[src/rtl/frame_fetcher.sv]
// Framebuffer scan-out: reads one 32-bit word per pixel from SDRAM in raster
// order, buffers the RGB part in a small FIFO and streams it out as valid/ready.
module frame_fetcher #(
  parameter logic [31:0] BASE_ADDR  = 32'h40C00000,
  parameter logic [31:0] BUF_OFFSET = 32'h00200000,
  parameter int          H_RES      = 640,
  parameter int          V_RES      = 480,
  parameter int          DEPTH      = 16
) (
  input  logic        clock,
  input  logic        reset,
  output logic [31:0] sd_addr,
  output logic        sd_rw,
  output logic        sd_in_valid,
  input  logic [31:0] sd_data_out,
  input  logic        sd_done,
  input  logic        fbuffer,
  input  logic        vsync,
  output logic [23:0] pix_rgb,
  output logic        pix_valid,
  input  logic        pix_ready,
  output logic        frame_done
);
  localparam int AW = $clog2(DEPTH);
  localparam int CW = AW + 1;
  localparam int XW = (H_RES > 1) ? $clog2(H_RES) : 1;
  localparam int YW = (V_RES > 1) ? $clog2(V_RES) : 1;
  localparam logic [CW-1:0] FULL   = CW'(DEPTH);
  localparam logic [XW-1:0] X_LAST = XW'(H_RES - 1);
  localparam logic [YW-1:0] Y_LAST = YW'(V_RES - 1);

  typedef enum logic [1:0] {S_WAITV, S_ISSUE, S_WAIT, S_DONE} state_t;

  state_t        state_reg, state_next;
  logic          vs_q;
  logic          buf_reg, buf_next;
  logic          discard_reg, discard_next;
  logic [XW-1:0] x_reg, x_next;
  logic [YW-1:0] y_reg, y_next;
  logic [31:0]   ptr_reg, ptr_next;
  logic [CW-1:0] count_reg, count_next;
  logic [AW-1:0] rd_ptr_reg, rd_ptr_next;
  logic [AW-1:0] wr_ptr_reg, wr_ptr_next;
  logic [23:0]   mem [DEPTH];

  logic          vs_rise;
  logic [31:0]   base_new, base_cur;
  logic          last_px;
  logic          flush, push, pop, do_push, do_pop;
  logic          done_next, strobe_next, valid_next;
  logic [31:0]   addr_next;
  logic [23:0]   head_next;
  logic          unused_hi;

  assign sd_rw     = 1'b0;
  assign unused_hi = ^sd_data_out[31:24];

  assign vs_rise  = vsync & ~vs_q;
  assign base_new = BASE_ADDR + (fbuffer ? BUF_OFFSET : 32'd0);
  assign base_cur = BASE_ADDR + (buf_reg ? BUF_OFFSET : 32'd0);
  assign last_px  = (x_reg == X_LAST) && (y_reg == Y_LAST);

  // Sequencing of reads, frame position and restart handling
  always_comb begin
    state_next   = state_reg;
    x_next       = x_reg;
    y_next       = y_reg;
    ptr_next     = ptr_reg;
    buf_next     = buf_reg;
    discard_next = discard_reg;
    done_next    = frame_done;
    flush        = 1'b0;
    push         = 1'b0;
    case (state_reg)
      S_WAITV, S_DONE: begin
        if (vs_rise) begin
          state_next   = S_ISSUE;
          buf_next     = fbuffer;
          x_next       = '0;
          y_next       = '0;
          ptr_next     = base_new;
          discard_next = 1'b0;
          flush        = 1'b1;
          done_next    = 1'b0;
        end
      end
      S_ISSUE: begin
        if (vs_rise) begin
          buf_next  = fbuffer;
          flush     = 1'b1;
          done_next = 1'b0;
          if (sd_in_valid) begin
            // the strobe already left this cycle, so that read must be drained
            state_next   = S_WAIT;
            discard_next = 1'b1;
          end else begin
            x_next   = '0;
            y_next   = '0;
            ptr_next = base_new;
          end
        end else if (sd_in_valid) begin
          state_next = S_WAIT;
          if (last_px) done_next = 1'b1;
        end
      end
      S_WAIT: begin
        if (vs_rise) begin
          buf_next  = fbuffer;
          flush     = 1'b1;
          done_next = 1'b0;
          if (sd_done) begin
            state_next   = S_ISSUE;
            x_next       = '0;
            y_next       = '0;
            ptr_next     = base_new;
            discard_next = 1'b0;
          end else begin
            discard_next = 1'b1;
          end
        end else if (sd_done) begin
          if (discard_reg) begin
            state_next   = S_ISSUE;
            x_next       = '0;
            y_next       = '0;
            ptr_next     = base_cur;
            discard_next = 1'b0;
          end else begin
            push     = 1'b1;
            ptr_next = ptr_reg + 32'd4;
            if (x_reg == X_LAST) begin
              x_next = '0;
              if (y_reg == Y_LAST) begin
                state_next = S_DONE;
              end else begin
                y_next     = y_reg + YW'(1);
                state_next = S_ISSUE;
              end
            end else begin
              x_next     = x_reg + XW'(1);
              state_next = S_ISSUE;
            end
          end
        end
      end
      default: state_next = S_WAITV;
    endcase
  end

  // FIFO bookkeeping; flush wins over push and pop
  always_comb begin
    pop         = pix_valid & pix_ready;
    do_push     = push & ~flush;
    do_pop      = pop & ~flush;
    count_next  = count_reg;
    rd_ptr_next = rd_ptr_reg;
    wr_ptr_next = wr_ptr_reg;
    head_next   = pix_rgb;
    if (flush) begin
      count_next  = '0;
      rd_ptr_next = '0;
      wr_ptr_next = '0;
    end else begin
      case ({do_push, do_pop})
        2'b10:   count_next = count_reg + CW'(1);
        2'b01:   count_next = count_reg - CW'(1);
        default: count_next = count_reg;
      endcase
      if (do_push) wr_ptr_next = wr_ptr_reg + AW'(1);
      if (do_pop)  rd_ptr_next = rd_ptr_reg + AW'(1);
      // head register tracks the entry at rd_ptr so the output is fall-through
      if (do_push && (count_reg == '0 || (do_pop && count_reg == CW'(1))))
        head_next = sd_data_out[23:0];
      else if (do_pop && count_reg > CW'(1))
        head_next = mem[rd_ptr_reg + AW'(1)];
    end
    valid_next  = (count_next != '0);
    strobe_next = (state_next == S_ISSUE) && (count_next < FULL);
    addr_next   = strobe_next ? ptr_next : sd_addr;
  end

  always_ff @(posedge clock) begin
    if (do_push) mem[wr_ptr_reg] <= sd_data_out[23:0];
  end

  always_ff @(posedge clock or negedge reset) begin
    if (!reset) begin
      state_reg   <= S_WAITV;
      vs_q        <= 1'b0;
      buf_reg     <= 1'b0;
      discard_reg <= 1'b0;
      x_reg       <= '0;
      y_reg       <= '0;
      ptr_reg     <= '0;
      count_reg   <= '0;
      rd_ptr_reg  <= '0;
      wr_ptr_reg  <= '0;
      sd_addr     <= '0;
      sd_in_valid <= 1'b0;
      pix_rgb     <= '0;
      pix_valid   <= 1'b0;
      frame_done  <= 1'b0;
    end else begin
      state_reg   <= state_next;
      vs_q        <= vsync;
      buf_reg     <= buf_next;
      discard_reg <= discard_next;
      x_reg       <= x_next;
      y_reg       <= y_next;
      ptr_reg     <= ptr_next;
      count_reg   <= count_next;
      rd_ptr_reg  <= rd_ptr_next;
      wr_ptr_reg  <= wr_ptr_next;
      sd_addr     <= addr_next;
      sd_in_valid <= strobe_next;
      pix_rgb     <= head_next;
      pix_valid   <= valid_next;
      frame_done  <= done_next;
    end
  end

endmodule

[config.mk]
export PLATFORM = sky130hd
export DESIGN_NAME = frame_fetcher
export DESIGN_NICKNAME = d
export VERILOG_FILES = /design/src/rtl/frame_fetcher.sv
export SDC_FILE = /design/constraint.sdc
export NUM_CORES = 1
export LEC_CHECK = 0
export ABC_AREA = 1
export BUFFER_PORTS_ARGS = -buffer_cell sky130_fd_sc_hd__buf_2
export CAP_MARGIN = 20
export CORE_MARGIN = 2
export CORE_UTILIZATION = 55
export DETAILED_ROUTE_END_ITERATION = 7
export PLACE_DENSITY = 0.75
export SYNTH_ARGS = -nofsm -noshare
export SYNTH_HDL_FRONTEND = slang
export SYNTH_SLANG_ARGS = --single-unit
[constraint.sdc]
create_clock -name clock -period 2.85 [get_ports clock]
set_input_delay 0.855 -clock clock [delete_from_list [all_inputs] [get_ports clock]]
set_output_delay 0.855 -clock clock [all_outputs]
set_load 0.1 [all_outputs]
# Word level (Yosys, flattened, before mapping)
# Memories as Yosys holds them, arrays and structs flattened.
# Cells that the tools add are included.
[word_totals]
reg_bits = 128
mem_bits_rw = 384
inputBits = 38
out_inout_bits = 60
word_cells = 141
mem_count = 1
[memory_table]
columns = ["memory", "depth", "word_bits", "read_ports", "rd_clocked_by_memory_dff", "write_ports", "line", "text"]
rows = [
  ["mem", 16, 24, 1, 0, 1, "44", "logic [23:0] mem [DEPTH];"],
]
[op_classes]
add_sub_neg = 9
magnitude_cmp = 2
n_eq_ne = 21
n_mux = 67
n_bitwise = 6
reduce_logical = 20
[ops]
columns = ["op", "count"]
rows = [
  ["32-bit 2-to-1 mux", 7],
  ["32-bit one-hot mux with 3 select lines", 1],
  ["9-bit 2-to-1 mux", 9],
  ["10-bit 2-to-1 mux", 8],
  ["31-bit by 22-bit adder with 32-bit output (first input constant)", 2],
  ["24-bit 2-to-1 mux", 2],
  ["22-bit 2-to-1 mux", 2],
  ["32-bit by 3-bit adder with 32-bit output (second input constant)", 1],
  ["10-bit one-hot mux with 3 select lines", 1],
  ["9-bit one-hot mux with 3 select lines", 1],
  ["1-bit 2-to-1 mux", 19],
  ["2-bit 2-to-1 mux", 8],
  ["4-bit 2-to-1 mux", 4],
  ["10-bit by 1-bit adder with 10-bit output (second input constant)", 1],
  ["10-bit equality test (second input constant)", 1],
  ["2-bit != test (second input constant)", 5],
  ["5-bit one-hot mux with 2 select lines", 1],
  ["9-bit by 1-bit adder with 9-bit output (second input constant)", 1],
  ["9-bit equality test (second input constant)", 1],
  ["3-bit != test (second input constant)", 3],
  ["4-bit by 1-bit adder with 4-bit output (second input constant)", 2],
  ["4-bit != test (second input constant)", 2],
  ["4-bit AND reduction", 2],
  ["2-bit by 1-bit equality test with 1-bit output (second input constant)", 3],
  ["other kinds (25)", 38],
]

# Longest topological paths before layout
# Gate-level depths: netlist of run 1.
[depth]
word_depth = 11
ltp_mapped = 18
mapped_depth_nobuf = 16

# Least setup slack after synthesis of run 1
# No wires, ideal clock.
[synth_path]
path_kind = "input-to-reg"
start = "input port vsync"
end = "memory mem[11][0] (enable)"
setup_time_ns = 0.405
t_arrival_ns = 2.735
required_ns = 2.445
setup_slack_ns = -0.290
stages = 8
path_buffers = 1
cell_sequence = "nand2_4 -> nand2_4 -> nor2_8 -> nand2_4 -> inv_2 -> buf_2 -> nand2_1 -> nor2_1"
[synth_via]
elab_chain_len = 7
word_cells_on_any_way = 9
cone_classes = "mux: 6; bitwise: 3"
[synth_lines]
columns = ["element", "line", "text"]
rows = [
  ["start: declaration", "18", "input logic vsync,"],
  ["1-bit bitwise AND *", "58", "assign vs_rise = vsync & ~vs_q;"],
  ["1-bit 2-to-1 mux", "76, 88, 107", ""],
  ["1-bit 2-to-1 mux", "-", ""],
  ["1-bit inverter (no source line)", "-", ""],
  ["1-bit bitwise AND *", "152", "do_push = push & ~flush;"],
  ["1-bit 2-to-1 mux *", "182", "if (do_push) mem[wr_ptr_reg] <= sd_data_out[23:0];"],
  ["1-bit 2-to-1 mux (not written as such) *", "182", ""],
  ["end: declaration", "44", ""],
]
# Mark *: on every way between the ends. The rest lies on a longest branch, timed or not. The select of a mux whose other input is x is not followed.

# Worst setup path in the final report of run 1
[layout_path]
start = "register rd_ptr_reg[0]"
end = "register pix_rgb[4]"
[layout_via]
elab_chain_len = 4
[layout_lines]
columns = ["element", "line", "text"]
rows = [
  ["start: declaration", "42", "logic [AW-1:0] rd_ptr_reg, rd_ptr_next;"],
  ["start signal: assignment", "211", "rd_ptr_reg <= rd_ptr_next;"],
  ["4-bit by 1-bit adder with 4-bit output", "174", "head_next = mem[rd_ptr_reg + AW'(1)];"],
  ["memory 16 x 24 bit", "-", ""],
  ["24-bit 2-to-1 mux", "173", "else if (do_pop && count_reg > CW'(1))"],
  ["24-bit 2-to-1 mux", "171", "if (do_push && (count_reg == '0 || (do_pop && count_reg == CW'(1))))"],
  ["end signal: assignment", "215", "pix_rgb <= head_next;"],
  ["end: declaration", "19", "output logic [23:0] pix_rgb,"],
]
# Every way passes these cells. The select of a mux whose other input is x is not followed.
# A chain may end at the register's enable or synchronous reset.

==> metrics.md, run 1 <==
| Metric | Value |
|---|---|
| #FFs+latches synth | 512 |
| IO Pins | 98 |
| Pwr dens | 1000 mW/mm2 |
| Port Buf Inserts | 88 |
| Max Fanout on Critical Path | 32 |
| Core area | 0.0397 mm2 |
| Post-CTS Setup Repair Bufs | 0 |
| Largest family of logic cells by synthesized area | simple AND/OR/NAND/NOR gates |
| Clock latency on the worst-skew pair | 0.60 ns |
| Async set-reset flop share out of synthesis | 25.0% |
| GR Overflow Total | 0 |
| Dominant cell type by area after synthesis | edfxtp_1 |
| Max-slew headroom | 46.8% |
| Top cells by count, synth | 395 x nor2_1, 384 x edfxtp_1, 310 x o21ai_0 |
| Nets | 2,184 |
| Share of layout cells above drive strength 1 | 14.7% |
| Top-area cell type share of the netlist area | 52.1% |
| Fillers | 2,959 |
| Initial antenna violation count | 0 |
| Sequential fraction of the synthesis area | 66.6% |
| Die width | 205 um |
| Hold slack | 0.193 ns |
| Routability cong. | 0.918 |
| # resized after CTS | 0 |
| Clock buffer depth | 3 |
| Synthesized area | 0.0221 mm2 |
| Largest net degree at the start of global routing | 90 |
| Final period utilization | 85.3% |
| First-pass GRT wire length | 81,700 um |
| Layout area overhead | 14.6% |
| Worst clock skew | 0.0142 ns |
| Critical path startpoint category | flop |
| Final number of hold-violating endpoints | 0 |
| Number of synthesis warnings | 0 |
| Synth Area in XOR/XNOR | 0.266% |
| CTS Root Cell | clkbuf_16 |
| Max FFs per register | 384 |
| Most used DFF post-synth | edfxtp_1 |
| Row Count | 73 |
| DRT antenna net count | 0 |
| Multiplexer share of the synthesized area | 0% |
| Nature of the critical path endpoint | flop |
| Routed wire length | 52,400 um |
| Leak | 9.45 nW |
| Dpl hpwl | 30,700 um |
| Worst Tran Pin Value | 0.797 ns |
| F_max | 0.412 GHz |
| Pre-antenna DRT Iters | 5 |
| Post-DR wirelength/cell | 19.4 um |
| Vias in the first global route | 15,200 |
| Final min period | 2.43 ns |
| Clock slew at reported path FFs | 0.06 ns |
| DRT iter0 DRCs | 1,298 |
| Post-synthesis adder-cell area fraction | 0.848% |
| Via count | 15,800 |
| Status | completed |
| CTS sink cnt | 512 |
| Compound-Gate Fraction of Synth Area | 13.2% |
| CP Class | reg -> reg |
| Setup-failing EPs final | 0 |
| Max-capacitance violation count | 0 |
| Number of synthesized flops with an enable pin | 384 |
| H-tree depth | 2 |
| CTS buffer count | 53 |
| Post-synthesis cell count | 2,033 |
| Pwr Total | 0.0255 W |
| Starting Density | 55.7% |
| Die area | 0.0419 mm2 |
| Hold crit path type | in -> async |
| Synth unique cells | 53 |
| Slew Limit Fails | 0 |
| Hold buffer count at CTS | 0 |
| CTS tree | built |
| RSZ-0062 raised after global routing | no |
| Average size of a mapped cell | 10.9 um2 |
| Synth area leaders | edfxtp_1 52%, dfrtp_1 14%, o21ai_0 7.0%, nor2_1 6.7%, nand2_1 4.1% |
| Total GRT Usage | 25.3% |
| VDD IR max | 0.00108 V |
| CP Data Required Time | 3.37 ns |
| DRC | 0 |
| WP data arrival | 2.95 ns |
| Die Ht | 205 um |
| Simple-gate share of the synthesized area | 15.1% |
| Most frequent cell after synthesis | nor2_1 |
| Syn_nets | 2,086 |
| Routed vias/inst | 5.84 |
-- layer usage --
layer | share of wire (%) | up-vias | GRT usage [%]
met5 | 0 | - | 0
met4 | 3.0 | 0 | 9.50
met3 | 7.3 | 116 | 4.17
met2 | 49 | 637 | 42.1
met1 | 41 | 7675 | 33.7
li1 | - | 7351 | -
-- kinds of logic after synthesis --
| group | Yosys count |
|---|---|
| XOR/XNOR | 5 |
| buffers and inverters | 200 |
| other | 1 |
| AND/OR/NAND/NOR | 784 |
| AO/OA/AOI/OAI | 516 |
| adder cells (fa/ha/maj) | 15 |
| flip-flops | 512 |
-- stage by stage --
| stage | instances | setup slack (ns) | setup TNS [ns] | util [%] | instance area (um2) |
|---|---|---|---|---|---|
| 6_report | 2701 | 0.420 | 0 | 63.8 | 25400 |
| 5_1_grt | 2700 | 0.176 | 0 | 63.8 | 25400 |
| 4_1_cts | 2700 | 0.414 | 0 | 63.8 | 25400 |
| 3_5_place_dp | 2601 | -0.00114 | -0.00459 | 59.2 | 23500 |
| 3_3_place_gp | 2601 | 0.0245 | 0 | 59.2 | 23500 |
| 2_1_floorplan | 2033 | -0.290 | -87.34 | - | 22100 |
-- power by group --
group / internal, W / switching, W / total (W) / leakage, nW
Combinational: 0.00276 / 0.00685 / 0.00960 / 3.39
Sequential: 0.00839 / 0.000362 / 0.00875 / 5.16
Clock: 0.00430 / 0.00281 / 0.00710 / 0.897
-- cell usage in the layout, fill, tap and decap left out, types with 5 or more instances in the layout --
cell type and instances:
inv_1 77, nand2_1 242, clkbuf_8 14, nand4_1 13, edfxtp_1 384, nor3_1 15, nand2_2 19, nor2_4 18
nand3_1 73, ha_1 14, o21ai_0 310, clkbuf_16 54, clkinv_2 9, buf_2 87, o22ai_1 5, inv_2 15
buf_12 19, a21oi_1 49, o211ai_1 63, clkbuf_1 12, o32ai_1 19, nor2_2 9, buf_4 40, nand2_4 6
dfrtp_1 127, nor2_1 379, o21ai_1 47, bufinv_16 5
-- cell type report --
type	count	area (um2)	share of cell area (%)
diodes	1	2.50	0.00987
clock buffers	80	1590	6.27
clock inverters	19	238	0.938
inverters	96	372	1.47
multi-input cells	1321	6630	26.2
flip-flops and latches	512	14700	58.1
well taps	525	657	2.59
repair buffers	147	1130	4.45
-- critical path, cell delays in order (launching register included) --
cell and delay (ns):
dfrtp_4 0.58, buf_4 0.36, buf_4 0.40, nor2_1 0.11, nor2_1 0.11, o21ai_0 0.10
o21ai_0 0.09, o21ai_0 0.09, o21ai_0 0.28, nor2_1 0.08, o21ai_1 0.12
-- final timing paths --
kind                                           startpoint                     end  slack, ns  depth (start not counted)
worst min register to register     sd_addr[9]$_DFFE_PN0P_  sd_addr[9]$_DFFE_PN0P_       0.47                          2
max in group asynchronous                           reset   ptr_reg[22]$_DFF_PN0_       2.01                          2
min in group clock                                  vsync          vs_q$_DFF_PN0_       0.41                          1
worst max register to register  rd_ptr_reg[0]$_DFFE_PN0P_  pix_rgb[4]$_DFFE_PN0P_       0.42                         10
worst max-delay path            rd_ptr_reg[0]$_DFFE_PN0P_  pix_rgb[4]$_DFFE_PN0P_       0.42                         10
worst min-delay path                                reset    ptr_reg[6]$_DFF_PN0_       0.19                          1
(Power assumes the default switching activity.)
==> inputs of run 2 (changes only) <==
- PLACE_DENSITY: 0.75 -> 0.72
- clock period: 2.85 -> 2.3 ns (I/O delays scaled with it)
==> run 2 against run 1 <==
Net effect: global-route usage is 1.1 points higher; cell count is 2.2% higher; sequential share of layout area is 1.7 points lower; clock power is 16% higher; hold slack better by 0.084 ns; setup slack worse by 0.38 ns; wire length is 5.2% higher; non-clock buffer count is 64 higher.
==> metrics.md, run 2 (synthesis results as in run 1) <==
| Metric | Value |
|---|---|
| Status | completed |
| Hold depth | 1 |
| First-pass GRT wire length | 85,200 um (+4.3%) |
| Post-DR wirelength/cell | 20.0 um (+3.0%) |
| Final WS setup | 0.0400 ns (-0.380 ns) |
| Starting Density | 55.7% (unchanged) |
| CTS sink cnt | 512 (unchanged) |
| VDD IR max | 0.000973 V (-9.8%) |
| Share of layout cells above drive strength 1 | 16.8% (+2.2 points) |
| Max Fanout on Critical Path | 5 (-84%) |
| Leak | 9.80 nW (+3.7%) |
| Core area | 0.0397 mm2 (unchanged) |
| Layout area overhead | 18.1% |
| Port Buf Inserts | 88 (unchanged) |
| Nature of the critical path endpoint | output pin |
| Max-capacitance violation count | 0 (unchanged) |
| CTS tree | built |
| Max-slew headroom | 46.8% (about the same) |
| Hold crit path type | in -> reg |
| Logic pwr share | 40.9% (+3.2 points) |
| Pre-antenna DRT Iters | 5 (unchanged) |
| Final number of hold-violating endpoints | 0 (unchanged) |
| CP Class | reg -> out |
| Worst Tran Pin Value | 0.797 ns (-0.000420 ns) |
| Most frequent cells in the layout | 384 x edfxtp_1, 377 x nor2_1, 307 x o21ai_0, 240 x nand2_1, 127 x dfrtp_1 |
| Final period utilization | 98.3% |
| DRT antenna net count | 0 (unchanged) |
| WP data arrival | 1.57 ns (-1.38 ns) |
| Pint | 0.0194 W (+26%) |
| Switching Fraction | 39.8% (+0.43 points) |
| ANT cells | 0 (-1) |
| CP Data Required Time | 1.61 ns (-1.76 ns) |
| Vias in the first global route | 15,600 (+3.0%) |
| CP peak stage delay | 0.49 ns (-0.09 ns) |
| Psw | 0.0128 W (+28%) |
| Layout Cells excl Fill | 2,760 (+2.2%) |
| CTS Root Cell | clkbuf_16 |
| Power share of the clock group | 25.5% (-2.4 points) |
| Nets | 2,246 (+2.8%) |
| Sequential share of power | 33.6% (-0.8 points) |
| CP delay by family, top | flip-flops |
| Die width | 205 um (unchanged) |
| Die Ht | 205 um (unchanged) |
| Initial antenna violation count | 0 (unchanged) |
| DRC | 0 (unchanged) |
| Pwr dens | 1230 mW/mm2 (+23%) |
| Row Count | 73 (unchanged) |
| Fillers | 2,938 (-0.71%) |
| H-tree depth | 2 (unchanged) |
| Largest net degree at the start of global routing | 74 (-18%) |
| IO Pins | 98 (unchanged) |
| Fin util | 65.8% (+2.0 points) |
| Routability cong. | 0.891 (-3.0%) |
| Placed cells | 2,658 (+2.2%) |
| F_max | 0.442 GHz |
| Most common cell after layout, fill and taps aside | edfxtp_1 |
| Die area | 0.0419 mm2 (unchanged) |
| Setup-failing EPs final | 0 (unchanged) |
| Via count | 16,100 (+1.8%) |
| Critical path startpoint category | flop |
| Routed wire length | 55,100 um (+5.2%) |
| Worst clock skew | 0.0115 ns (-0.00265 ns) |
| CP max stage cell | dfrtp_1 |
| CTS buffer count | 51 (-3.8%) |
| CP Depth | 1 (-9) |
| Setup TNS | 0 ns (unchanged) |
| Pre-CTS setup slack | -0.163 ns (-0.162 ns) |
| Routed vias/inst | 5.82 (-0.39%) |
| Worst path cell trace | buf_2 |
| Total GRT Usage | 26.4% (+1.1 points) |
| Clock slew at reported path FFs | 0.06 ns (about the same) |
| Final min period | 2.26 ns |
| CP bufs+invs | 1 (-1) |
| DRT iter0 DRCs | 1,642 (+27%) |
| GR Overflow Total | 0 (unchanged) |
| Max FFs per register | 384 (unchanged) |
| R2R depth | 9 (-1) |
| Slew Limit Fails | 0 (unchanged) |
| Clock buffer depth | 3 (unchanged) |
| Clock latency on the worst-skew pair | 0.60 ns (about the same) |
| Dpl hpwl | 32,900 um (+7.1%) |
-- run 2: cell count changes in the layout (fill, tap and decap cells not counted), moves of 3 or more --
cell	previous run	this run
o21ai_1	47	50
clkinv_1	3	11
nor2_4	18	22
buf_4	40	71
o21ai_0	310	307
buf_12	19	47
clkbuf_8	14	3
-- run 2: routing by layer --
metal / track usage [%] / vias up / part of all wire, %
li1: - / 7480 / -
met1: 35.0 / 7788 / 40
met2: 44.0 / 664 / 49
met3: 3.98 / 129 / 7.9
met4: 10.5 / 0 / 3.1
met5: 0 / - / 0
-- run 2: repair_timing --
action / CTS / global route
endpoints found under the hold margin: 30 / 0
setup buffers: 0 / 3
hold buffers: 1 / 0
setup endpoints to repair: 0 / 37
gates resized for setup: 0 / 6
-- run 2: power groups by stage --
| stage | Sequential, W | Clock [W] | Combinational [W] |
|---|---|---|---|
| after floorplan | 0.0127 | 0 | 0.00730 |
| after global placement | 0.0110 | 0 | 0.0123 |
| after detailed placement | 0.0110 | 0 | 0.0126 |
| after CTS | 0.0108 | 0.00833 | 0.0127 |
| after global routing | 0.0109 | 0.00870 | 0.0144 |
| final | 0.0108 | 0.00822 | 0.0132 |
-- run 2: worst paths after layout --
kind,slack (ns),from,end
setup / recovery,0.04,sd_in_valid$_DFF_PN0_,sd_in_valid
hold / removal,0.28,vsync,vs_q$_DFF_PN0_
setup reg to reg,0.10,rd_ptr_reg[0]$_DFFE_PN0P_,pix_rgb[11]$_DFFE_PN0P_
hold reg to reg,0.47,sd_addr[6]$_DFFE_PN0P_,sd_addr[6]$_DFFE_PN0P_
max in group asynchronous,1.13,reset,sd_addr[24]$_DFFE_PN0P_
min in group asynchronous,0.56,reset,sd_addr[11]$_DFFE_PN0P_
-- run 2: through the flow --
stage	total power [W]	instance area, um2	hold WS (ns)
after floorplan	0.0200	22300	0.394
after global placement	0.0233	24400	0.454
after detailed placement	0.0236	24400	0.453
after CTS	0.0318	26000	0.252
after global routing	0.0340	26100	0.259
final	0.0322	26100	0.277
-- run 2: cell type report --
class | instances | area, um2 | share of cell area, %
clock buffers | 66 | 1360 | 5.21
flip-flops and latches | 512 | 14700 | 56.4
repair buffers | 211 | 2030 | 7.78
clock inverters | 29 | 283 | 1.08
well taps | 525 | 657 | 2.51
multi-input cells | 1321 | 6690 | 25.6
inverters | 96 | 377 | 1.44
==> inputs of run 3 (changes only) <==
- CORE_UTILIZATION: 55 -> 40
- PLACE_DENSITY: 0.72 -> not set
==> run 3 against run 2 <==
Net effect: clock-buffer cell count grew 9; global-route usage shrank 7.0 points; sequential cell count is the same; first-iteration DRC count decreased by 34%; critical path depth unchanged; via count fell by 2.1%; fmax up 3.1%; die area grew 37%; critical endpoint is now pix_rgb[0]; largest power group unchanged.
==> metrics.md, run 3 (synthesis results as in run 1) <==
| Metric | Value |
|---|---|
| Die width | 239 um (+17%) |
| Die area | 0.0572 mm2 (+37%) |
| Final period utilization | 95.3% (-3.0 points) |
| Max-slew headroom | 63.6% (+17 points) |
| FF-to-FF setup slack | 0.19 ns (+0.09 ns) |
| Share of layout cells above drive strength 1 | 16.7% (-0.16 points) |
| Placed cell area | 0.0246 mm2 (+0.80%) |
| Hold depth | 1 (unchanged) |
| Nature of the critical path endpoint | output pin |
| Setup-failing EPs final | 0 (unchanged) |
| WP data arrival | 1.50 ns (-0.07 ns) |
| Reg2reg start | state_reg[0]$_DFF_PN0_ |
| R2r endpoint | sd_addr[13]$_DFFE_PN0P_ |
| Pwr Total | 0.0319 W (-1.1%) |
| Routability cong. | 0.871 (-2.3%) |
| ANT cells | 0 (unchanged) |
| Setup TNS | 0 ns (unchanged) |
| Worst Tran Pin Value | 0.540 ns (-0.257 ns) |
| Hold crit path type | in -> reg |
| CTS Root Cell | clkbuf_16 |
| DRT antenna net count | 0 (unchanged) |
| Routed wire length | 54,800 um (-0.47%) |
| R2R depth | 13 (+4) |
| DRC | 0 (unchanged) |
| Starting Density | 40.3% (-15 points) |
| Hold slack | 0.290 ns (+0.0130 ns) |
| Slew Limit Fails | 0 (unchanged) |
| Via count | 15,700 (-2.1%) |
| Vias in the first global route | 15,300 (-2.0%) |
| Die Ht | 239 um (+17%) |
| Largest net degree at the start of global routing | 85 (+15%) |
| Post-DR wirelength/cell | 18.6 um (-6.7%) |
| Pre-antenna DRT Iters | 5 (unchanged) |
| CP Class | reg -> out |
| Layout area overhead | 18.8% |
| Hold Crit Start | vsync |
| Dpl hpwl | 34,100 um (+3.9%) |
| VDD IR max | 0.00118 V (+21%) |
| First-pass GRT wire length | 86,100 um (+1.0%) |
| Max Fanout on Critical Path | 2 (-3) |
| CP delay by family, top | buffers and inverters |
| Final Cell Area | 0.0263 mm2 (+0.56%) |
| Routed vias/inst | 5.34 (-8.2%) |
| Most common cell after layout, fill and taps aside | edfxtp_1 |
| Pwr dens | 1210 mW/mm2 (-1.7%) |
| Port Buf Inserts | 88 (unchanged) |
| RSZ-0062 raised after global routing | no |
| Row Count | 86 (+18%) |
| Core area | 0.0549 mm2 (+38%) |
| Initial antenna violation count | 1 (+1) |
| DRT iter0 DRCs | 1,086 (-34%) |
| Worst clock skew | 0.00973 ns (-0.00178 ns) |
| Hold EP | vs_q$_DFF_PN0_ |
| CP bufs+invs | 1 (unchanged) |
| Clock slew at reported path FFs | 0.06 ns (about the same) |
| F_max | 0.456 GHz (+3.1%) |
| Nets | 2,250 (+0.18%) |
| Status | completed |
| Clock latency on the worst-skew pair | 0.60 ns (about the same) |
| IO Pins | 98 (unchanged) |
| CP max stage cell | buf_2 |
| Total GRT Usage | 19.4% (-7.0 points) |
| Max FFs per register | 384 (unchanged) |
| Most frequent cells in the layout | 384 x edfxtp_1, 377 x nor2_1, 308 x o21ai_0, 241 x nand2_1, 127 x dfrtp_1 |
| Max-capacitance violation count | 0 (unchanged) |
| CTS tree | built |
| Final number of hold-violating endpoints | 0 (unchanged) |
| Clock buffer depth | 3 (unchanged) |
| GR Overflow Total | 0 (unchanged) |
| Final min period | 2.19 ns (-0.0680 ns) |
| Worst path cell trace | buf_2 |
| Critical path startpoint category | flop |
| Leak | 9.77 nW (-0.36%) |
| CTS sink cnt | 512 (unchanged) |
| CTS buffer count | 54 (+5.9%) |
| CP peak stage delay | 0.47 ns (-0.02 ns) |
| H-tree depth | 2 (unchanged) |
| CP Data Required Time | 1.61 ns (about the same) |
[run 3: changes by cell type in the layout (fill, tap and decap cells not counted), moves of 5 or more]
cell / previous run / this run
buf_12: 47 / 42
buf_4: 71 / 82
clkbuf_1: 12 / 18
clkinv_2: 11 / 6
[run 3: area by class of cell]
cell class,instances,area (um2)
multi-input cells,1321,6690
inverters,96,377
well taps,704,881
flip-flops and latches,512,14700
clock buffers,75,1470
fillers,4920,28600
repair buffers,212,1910
clock inverters,23,218
[run 3: power breakdown]
group          internal, W  leakage, nW  switching, W
sequential          0.0104         5.16      0.000408
combinational      0.00400         3.79       0.00870
clock              0.00490        0.816       0.00347
total               0.0193         9.77        0.0126
[run 3: timing repair]
item | CTS | global route
gates resized for setup | 1 | 4
pin swaps | 0 | 1
cloned | 0 | 0
setup buffers | 0 | 1
hold buffers | 1 | 0
endpoints found under the hold margin | 3 | 0
endpoints found under the setup margin | 1 | 4
[run 3: how the worst max path moves through the flow]
| stage | slack, ns | to | start | depth (start not counted) |
|---|---|---|---|---|
| after floorplan | -0.12 | sd_addr[12]$_DFFE_PN0P_ | vsync | 17 |
| after global placement | -0.11 | sd_addr[15]$_DFFE_PN0P_ | vsync | 16 |
| after detailed placement | -0.13 | sd_addr[15]$_DFFE_PN0P_ | vsync | 16 |
| after CTS | 0.07 | pix_rgb[0] | pix_rgb[0]$_DFFE_PN0P_ | 1 |
| after global routing | 0.00009 | sd_addr[15]$_DFFE_PN0P_ | state_reg[0]$_DFF_PN0_ | 13 |
| final | 0.11 | pix_rgb[0] | pix_rgb[0]$_DFFE_PN0P_ | 1 |
[run 3: routing by layer]
layer  vias up  share of wire, %  track usage [%]
met5         -             0.024                0
met1      7746                45             26.7
met4         2               2.1             5.23
met2       411                47             31.8
met3        82               5.7             3.25
li1       7488                 -                -
[run 3: through the flow]
stage / setup slack, ns / utilization [%] / std cells
2_1_floorplan: -0.117 / - / 2033
3_3_place_gp: -0.114 / 44.8 / 2843
3_5_place_dp: -0.133 / 44.8 / 2843
4_1_cts: 0.0688 / 47.9 / 2942
5_1_grt: 0.0000877 / 47.9 / 2943
6_report: 0.108 / 47.9 / 2943
